==> src/rtl/mem_access_arbiter_if.sv <==
// mem_access_arbiter_if: I-side and D-side request/response handshakes plus the memory bus.
// The arbiter binds to the slave modport; requesters and the memory model sit on master.
interface mem_access_arbiter_if #(
    parameter int ADDR_W = 32,
    parameter int DATA_W = 32
);
    logic              i_req_valid;
    logic [ADDR_W-1:0] i_req_addr;
    logic              i_req_ready;
    logic              i_resp_valid;
    logic [DATA_W-1:0] i_resp_data;
    logic              d_req_valid;
    logic              d_req_write;
    logic [ADDR_W-1:0] d_req_addr;
    logic [DATA_W-1:0] d_req_wdata;
    logic              d_req_ready;
    logic              d_resp_valid;
    logic [DATA_W-1:0] d_resp_data;
    logic [ADDR_W-1:0] mem_addr;
    logic [DATA_W-1:0] mem_din;
    logic              mem_read;
    logic              mem_write;
    logic [DATA_W-1:0] mem_dout;

    modport slave (
        input  i_req_valid, i_req_addr, d_req_valid, d_req_write, d_req_addr, d_req_wdata, mem_dout,
        output i_req_ready, i_resp_valid, i_resp_data, d_req_ready, d_resp_valid, d_resp_data,
               mem_addr, mem_din, mem_read, mem_write
    );

    modport master (
        output i_req_valid, i_req_addr, d_req_valid, d_req_write, d_req_addr, d_req_wdata, mem_dout,
        input  i_req_ready, i_resp_valid, i_resp_data, d_req_ready, d_resp_valid, d_resp_data,
               mem_addr, mem_din, mem_read, mem_write
    );
endinterface

==> src/rtl/mem_access_arbiter.sv <==
// mem_access_arbiter: serialises I-side and D-side accesses onto one fixed-latency memory.
// Define ARB_ROUND_ROBIN_EN to alternate grants under contention instead of fixed D-over-I priority.
module mem_access_arbiter #(
    parameter int MEM_LATENCY = 2,
    parameter int ADDR_W      = 32,
    parameter int DATA_W      = 32
) (
    input logic                clk,
    input logic                reset,
    mem_access_arbiter_if.slave bus_if
);
    localparam int CW = $clog2(MEM_LATENCY + 1);

    typedef enum logic [1:0] {IDLE, ACCESS, RESP} state_t;

    state_t            state_q, state_d;
    logic [CW-1:0]     cnt_q, cnt_d;
    logic [ADDR_W-1:0] addr_q, addr_d;
    logic [DATA_W-1:0] wdata_q, wdata_d;
    logic [DATA_W-1:0] i_rdata_q, i_rdata_d;
    logic [DATA_W-1:0] d_rdata_q, d_rdata_d;
    logic              write_q, write_d;
    logic              owner_q, owner_d;
    logic              idle, access, pick_d, pick_i;

`ifdef ARB_ROUND_ROBIN_EN
    logic last_q, last_d;
    assign pick_d = bus_if.d_req_valid && (!bus_if.i_req_valid || !last_q);
`else
    assign pick_d = bus_if.d_req_valid;
`endif
    assign pick_i = bus_if.i_req_valid && !pick_d;

    // Readys are masked by reset so every output reads 0 while reset is held
    assign idle   = (state_q == IDLE) && !reset;
    assign access = (state_q == ACCESS);

    always_comb begin
        state_d   = state_q;
        cnt_d     = cnt_q;
        addr_d    = addr_q;
        wdata_d   = wdata_q;
        write_d   = write_q;
        owner_d   = owner_q;
        i_rdata_d = i_rdata_q;
        d_rdata_d = d_rdata_q;
`ifdef ARB_ROUND_ROBIN_EN
        last_d    = last_q;
`endif
        case (state_q)
            IDLE: if (pick_d || pick_i) begin
                addr_d  = pick_d ? bus_if.d_req_addr : bus_if.i_req_addr;
                wdata_d = pick_d ? bus_if.d_req_wdata : '0;
                write_d = pick_d && bus_if.d_req_write;
                owner_d = pick_d;
                cnt_d   = CW'(MEM_LATENCY - 1);
                state_d = ACCESS;
`ifdef ARB_ROUND_ROBIN_EN
                last_d  = pick_d;
`endif
            end
            ACCESS: begin
                cnt_d = cnt_q - 1'b1;
                if (cnt_q == '0) begin
                    state_d   = RESP;
                    i_rdata_d = (!write_q && !owner_q) ? bus_if.mem_dout : i_rdata_q;
                    d_rdata_d = (!write_q && owner_q) ? bus_if.mem_dout : d_rdata_q;
                end
            end
            default: state_d = IDLE;
        endcase
    end

    always_ff @(posedge clk or posedge reset) begin
        if (reset) begin
            state_q   <= IDLE;
            cnt_q     <= '0;
            addr_q    <= '0;
            wdata_q   <= '0;
            write_q   <= 1'b0;
            owner_q   <= 1'b0;
            i_rdata_q <= '0;
            d_rdata_q <= '0;
`ifdef ARB_ROUND_ROBIN_EN
            last_q    <= 1'b0;
`endif
        end else begin
            state_q   <= state_d;
            cnt_q     <= cnt_d;
            addr_q    <= addr_d;
            wdata_q   <= wdata_d;
            write_q   <= write_d;
            owner_q   <= owner_d;
            i_rdata_q <= i_rdata_d;
            d_rdata_q <= d_rdata_d;
`ifdef ARB_ROUND_ROBIN_EN
            last_q    <= last_d;
`endif
        end
    end

    assign bus_if.i_req_ready  = idle && pick_i;
    assign bus_if.d_req_ready  = idle && pick_d;
    assign bus_if.i_resp_valid = (state_q == RESP) && !owner_q;
    assign bus_if.d_resp_valid = (state_q == RESP) && owner_q;
    assign bus_if.i_resp_data  = i_rdata_q;
    assign bus_if.d_resp_data  = d_rdata_q;
    assign bus_if.mem_addr     = access ? addr_q : '0;
    assign bus_if.mem_din      = access ? wdata_q : '0;
    assign bus_if.mem_read     = access && !write_q;
    assign bus_if.mem_write    = access && write_q && (cnt_q == '0);
endmodule

==> src/flat_wrapper.sv <==
// flat-port wrapper written by rule: the top's interface ports become plain ports
module mem_access_arbiter_flat 
#(
    parameter int MEM_LATENCY = 2,
    parameter int ADDR_W      = 32,
    parameter int DATA_W      = 32
)
  (clk, reset, bus_if_i_req_valid, bus_if_i_req_addr, bus_if_d_req_valid, bus_if_d_req_write, bus_if_d_req_addr, bus_if_d_req_wdata, bus_if_mem_dout, bus_if_i_req_ready, bus_if_i_resp_valid, bus_if_i_resp_data, bus_if_d_req_ready, bus_if_d_resp_valid, bus_if_d_resp_data, bus_if_mem_addr, bus_if_mem_din, bus_if_mem_read, bus_if_mem_write);
  mem_access_arbiter_if #(.ADDR_W(ADDR_W), .DATA_W(DATA_W)) bus_if_i ();
  input logic clk;
  input logic reset;
  input wire logic [$bits(bus_if_i.i_req_valid)-1:0] bus_if_i_req_valid;
  input wire logic [$bits(bus_if_i.i_req_addr)-1:0] bus_if_i_req_addr;
  input wire logic [$bits(bus_if_i.d_req_valid)-1:0] bus_if_d_req_valid;
  input wire logic [$bits(bus_if_i.d_req_write)-1:0] bus_if_d_req_write;
  input wire logic [$bits(bus_if_i.d_req_addr)-1:0] bus_if_d_req_addr;
  input wire logic [$bits(bus_if_i.d_req_wdata)-1:0] bus_if_d_req_wdata;
  input wire logic [$bits(bus_if_i.mem_dout)-1:0] bus_if_mem_dout;
  output wire logic [$bits(bus_if_i.i_req_ready)-1:0] bus_if_i_req_ready;
  output wire logic [$bits(bus_if_i.i_resp_valid)-1:0] bus_if_i_resp_valid;
  output wire logic [$bits(bus_if_i.i_resp_data)-1:0] bus_if_i_resp_data;
  output wire logic [$bits(bus_if_i.d_req_ready)-1:0] bus_if_d_req_ready;
  output wire logic [$bits(bus_if_i.d_resp_valid)-1:0] bus_if_d_resp_valid;
  output wire logic [$bits(bus_if_i.d_resp_data)-1:0] bus_if_d_resp_data;
  output wire logic [$bits(bus_if_i.mem_addr)-1:0] bus_if_mem_addr;
  output wire logic [$bits(bus_if_i.mem_din)-1:0] bus_if_mem_din;
  output wire logic [$bits(bus_if_i.mem_read)-1:0] bus_if_mem_read;
  output wire logic [$bits(bus_if_i.mem_write)-1:0] bus_if_mem_write;
  assign bus_if_i.i_req_valid = bus_if_i_req_valid;
  assign bus_if_i.i_req_addr = bus_if_i_req_addr;
  assign bus_if_i.d_req_valid = bus_if_d_req_valid;
  assign bus_if_i.d_req_write = bus_if_d_req_write;
  assign bus_if_i.d_req_addr = bus_if_d_req_addr;
  assign bus_if_i.d_req_wdata = bus_if_d_req_wdata;
  assign bus_if_i.mem_dout = bus_if_mem_dout;
  assign bus_if_i_req_ready = bus_if_i.i_req_ready;
  assign bus_if_i_resp_valid = bus_if_i.i_resp_valid;
  assign bus_if_i_resp_data = bus_if_i.i_resp_data;
  assign bus_if_d_req_ready = bus_if_i.d_req_ready;
  assign bus_if_d_resp_valid = bus_if_i.d_resp_valid;
  assign bus_if_d_resp_data = bus_if_i.d_resp_data;
  assign bus_if_mem_addr = bus_if_i.mem_addr;
  assign bus_if_mem_din = bus_if_i.mem_din;
  assign bus_if_mem_read = bus_if_i.mem_read;
  assign bus_if_mem_write = bus_if_i.mem_write;
  mem_access_arbiter #(.MEM_LATENCY(MEM_LATENCY), .ADDR_W(ADDR_W), .DATA_W(DATA_W)) u_core (.clk(clk), .reset(reset), .bus_if(bus_if_i));
endmodule
==> config.mk <==
export PLATFORM = sky130hd
export DESIGN_NAME = mem_access_arbiter_flat
export DESIGN_NICKNAME = d
export VERILOG_FILES = /design/src/rtl/mem_access_arbiter_if.sv /design/src/rtl/mem_access_arbiter.sv /design/src/flat_wrapper.sv
export SDC_FILE = /design/constraint.sdc
export NUM_CORES = 1
export LEC_CHECK = 0
export BUFFER_PORTS_ARGS = -buffer_cell sky130_fd_sc_hd__buf_2
export CAP_MARGIN = 20
export CORE_MARGIN = 4
export CORE_UTILIZATION = 35
export CTS_CLUSTER_DIAMETER = 40
export DETAILED_ROUTE_END_ITERATION = 7
export PLACE_DENSITY = 0.74
export RECOVER_POWER = 25
export SYNTH_ARGS = -nofsm -noshare
export SYNTH_HDL_FRONTEND = slang
export SYNTH_SLANG_ARGS = --single-unit
==> constraint.sdc <==
create_clock -name clk -period 6.75 [get_ports clk]
set_input_delay 0.675 -clock clk [delete_from_list [all_inputs] [get_ports clk]]
set_output_delay 0.675 -clock clk [all_outputs]
set_load 0.02 [all_outputs]
==> run_results.csv <==
group,metric,value,unit
placement,gp_congestion,0.7232,
worst_setup_path,worst_r2r_endpoint,"u_core.bus_if.d_resp_data[26]$_DFFE_PP0P_",
clock_network,worstSkewPairLatency,0.41,ns
worst_setup_path,critPathKind,"reg -> out",
worst_setup_path,r2r_start,"u_core.state_q[1]$_DFFE_PP0P_",
timing,timing.final.ws_setup,3.905,ns
clock_network,cts_tree,"built",
timing,tns,0,ns
synthesis,synthCells,414,
global_route,grt_max_degree,72,
synthesis,synth.net_count,549,
power,fin_total_pwr,0.004134,W
timing,max_freq,351.4,MHz
synthesis,synth-xor-area-share,0,%
timing,worst_slew_pin_slew,1.012,ns
worst_setup_path,worstPathArrival,2.17,ns
routing,dr.first_iter.drc_count,98,
synthesis,synth.distinct_cells,24,
clock_network,post_cts_buffers,0,
clock_network,clkTransAtPathRegs,0.06,ns
routing,drtAntennaViolNets,0,
synthesis,syn-cell-area,0.005863,mm2
synthesis,yosysWarnings,0,
global_route,first_global_vias,4105,
cells_and_area,drive_gt1_share,57.27,%
die,start_util,35.48,%
placement,hpwl,10.22,mm
clock_network,clock_sinks,134,
synthesis,synthAdderAreaFrac,0.4268,%
power,ir_drop,0.2042,mV
power,pwr-share-seq,33.8,%
cells_and_area,multiInputGateArea,0.002338,mm2
synthesis,synth_compound_area_share,5.527,%
global_route,antenna_found_initial,2,
clock_network,h-tree-depth,4,
worst_setup_path,r2r_slack,4.16,ns
timing,rsz0062_at_grt,"false",
die,rows,47,
cells_and_area,final_util,47.57,%
cells_and_area,nets,810,
synthesis,synth.yosys.seq_area_share,57.19,%
power,p_per_area,526.0,mW/mm2
clock_network,cts_buffers,17,
power,netSwitchingFraction,40.31,%
synthesis,synth.avg_cell_area,14.16,um2
clock_network,ctsHoldBuffers,0,
cells_and_area,syn2layout_area_growth,34.06,%
die,core-area,0.01652,mm2
routing,wl_per_cell,15.84,um
synthesis,ys_ff_latch,134,
cells_and_area,seq_area,0.003353,mm2
cells_and_area,instances_no_fill,909,
die,ios,267,
die,fp.dieH,137.4,um
job,max-cap-violations,0,
clock_network,clockBufferDepth,2,
placement,post-place-ws,4.045,ns
power,internal-power,0.002468,W
clock_network,ctsResizeCount,0,
routing,viasPerCell,4.644,
worst_setup_path,worst-r2r-cell-count,3,
power,leakagePower,3.842,nW
power,p_comb_share,45.1,%
status,status,"finished clean",
global_route,grtUsageTotal,14.79,%
placement,io_buffers,266,
die,die_w,137.4,um
power,p_sw,0.001666,W
synthesis,synthMuxAreaShare,24.58,%
routing,vias,4221,
timing,relSlewSlack,32.57,%
worst_setup_path,critPathRequiredTime,6.07,ns
placement,dp_cells,876,
synthesis,synth_top_family_by_area,"multiplexers",
timing,setup_viol,0,
timing,layout_min_cycle_time,2.845,ns
global_route,grt-ovfl-total,0,
timing,fin_crit_sh,42.15,%
clock_network,cts_root_buf,"clkbuf_16",
timing,finalMaxSlewViolations,0,
routing,first_pass_iters,4,
synthesis,synth-simple-area-share,9.219,%
power,power_frac_clock,21.0,%
timing,hold_violations,0,
worst_hold_path,min_path_type,"in -> async",
timing,fin_worst_skew,0.006540,ns
worst_setup_path,crit_path_end_kind,"primary output",
worst_setup_path,startpoint_type,"flip-flop",
routing,drc_errors,0,
cells_and_area,n_fill_cell,1520,
global_route,grt_pass1_wl,21.45,mm
routing,routed_wl,14.40,mm
worst_setup_path,critPathMaxFanout,68,
die,die_area,0.01889,mm2
==> cell type report <==
| type | instances | area share (%) |
|---|---|---|
| multi-input cells | 249 | 29.75 |
| flip-flops and latches | 134 | 42.66 |
| diodes | 1 | 0.03184 |
| inverters | 3 | 0.2069 |
| clock buffers | 17 | 5.412 |
| clock inverters | 15 | 1.719 |
| well taps | 220 | 3.502 |
| repair buffers | 270 | 16.71 |
==> worst max-delay path, stage by stage (launching register included) <==
cell and delay [ns]:
dfrtp_1 0.40, and2b_2 0.89, and3_1 0.28, buf_2 0.18
==> per-layer routing <==
| layer | up-vias | part of all wire (%) | GRT usage (%) |
|---|---|---|---|
| li1 | 1993 | - | - |
| met1 | 2015 | 43 | 19.24 |
| met2 | 192 | 46 | 22.78 |
| met3 | 19 | 9.3 | 4.931 |
| met4 | 2 | 1.7 | 5.876 |
| met5 | - | 0.14 | 0 |
==> worst max-delay path by stage <==
| stage | slack (ns) | startpoint | cells after the start | endpoint |
|---|---|---|---|---|
| 6_report | 3.90 | u_core.state_q[1]$_DFFE_PP0P_ | 3 | bus_if_mem_write |
| 5_1_grt | 3.72 | u_core.state_q[1]$_DFFE_PP0P_ | 3 | bus_if_mem_write |
| 4_1_cts | 3.79 | u_core.state_q[1]$_DFFE_PP0P_ | 3 | bus_if_mem_write |
| 3_5_place_dp | 4.04 | u_core.state_q[1]$_DFFE_PP0P_ | 3 | u_core.bus_if.d_resp_data[26]$_DFFE_PP0P_ |
| 3_3_place_gp | 4.07 | u_core.state_q[1]$_DFFE_PP0P_ | 3 | u_core.bus_if.d_resp_data[16]$_DFFE_PP0P_ |
| 2_1_floorplan | 2.03 | reset | 2 | bus_if_d_req_ready |
==> power by group through the flow <==
stage / Clock, W / Combinational [W] / Sequential [W]
after CTS: 0.000897 / 0.00193 / 0.00140
after global routing: 0.000937 / 0.00202 / 0.00144
after floorplan: 0 / 0.00110 / 0.00162
after global placement: 0 / 0.00190 / 0.00139
final: 0.000870 / 0.00187 / 0.00140
after detailed placement: 0 / 0.00193 / 0.00141
==> logic make-up (layout without fill, tap and decap cells) <==
| logic type | count (synthesis) | after routing |
|---|---|---|
| AO/OA/AOI/OAI | 38 | 38 |
| buffers and inverters | 31 | 305 |
| AND/OR/NAND/NOR | 81 | 81 |
| other | 0 | 1 |
| adder cells (fa/ha/maj) | 2 | 2 |
| multiplexers | 128 | 128 |
| flip-flops | 134 | 134 |
==> stage by stage <==
stage / cell area (um2) / hold WS [ns]
finish: 7860 / 0.4315
global route: 7860 / 0.4545
CTS: 7905 / 0.3961
detailed placement: 7345 / 0.4759
global placement: 7345 / 0.4629
floorplan: 5863 / 0.4644
==> flip-flops by register name (all words and copies together) (netlist names) <==
signal / count
u_core.cnt_q: 2
u_core.state_q: 2
u_core.owner_q: 1
u_core.addr_q: 32
u_core.wdata_q: 32
u_core.bus_if.d_resp_data: 32
u_core.bus_if.i_resp_data: 32
u_core.write_q: 1
==> placed cells by master (no fill, tap or decap), drive strengths merged <==
cell / n
nor4b: 1
ha: 2
mux2: 128
clkbuf: 55
a31o: 1
dfrtp: 134
nor3b: 1
nand4b: 1
diode: 1
and3: 3
nand2b: 1
a21o: 1
a21oi: 1
buf: 232
and2b: 1
inv: 11
a22o: 33
and2: 66
nor2: 6
clkinvlp: 2
o21ai: 2
and3b: 1
clkinv: 5
==> synth_stat cells <==
library cell    n  share of area (%)
a21o_1          1               0.13
dfrtp_1       134                 57
buf_6           6                1.2
nor2_1          6               0.38
buf_2          13                1.1
a31o_2          1               0.15
o21ai_0         1              0.085
and2b_2         1               0.15
a22o_1         33                4.9
and2_1         66                7.0
mux2_2        123                 24
clkbuf_1        8               0.51
inv_1           3               0.19
clkbuf_2        1              0.085
and3b_1         1               0.15
nand4b_4        1               0.41
a21oi_1         1              0.085
nor3b_1         1               0.13
nor4b_4         1               0.41
ha_1            2               0.43
mux2_1          5               0.96
nand2b_4        1               0.23
and3_1          3               0.32
o21ai_2         1               0.15
Power figures use the tool's default switching activity.
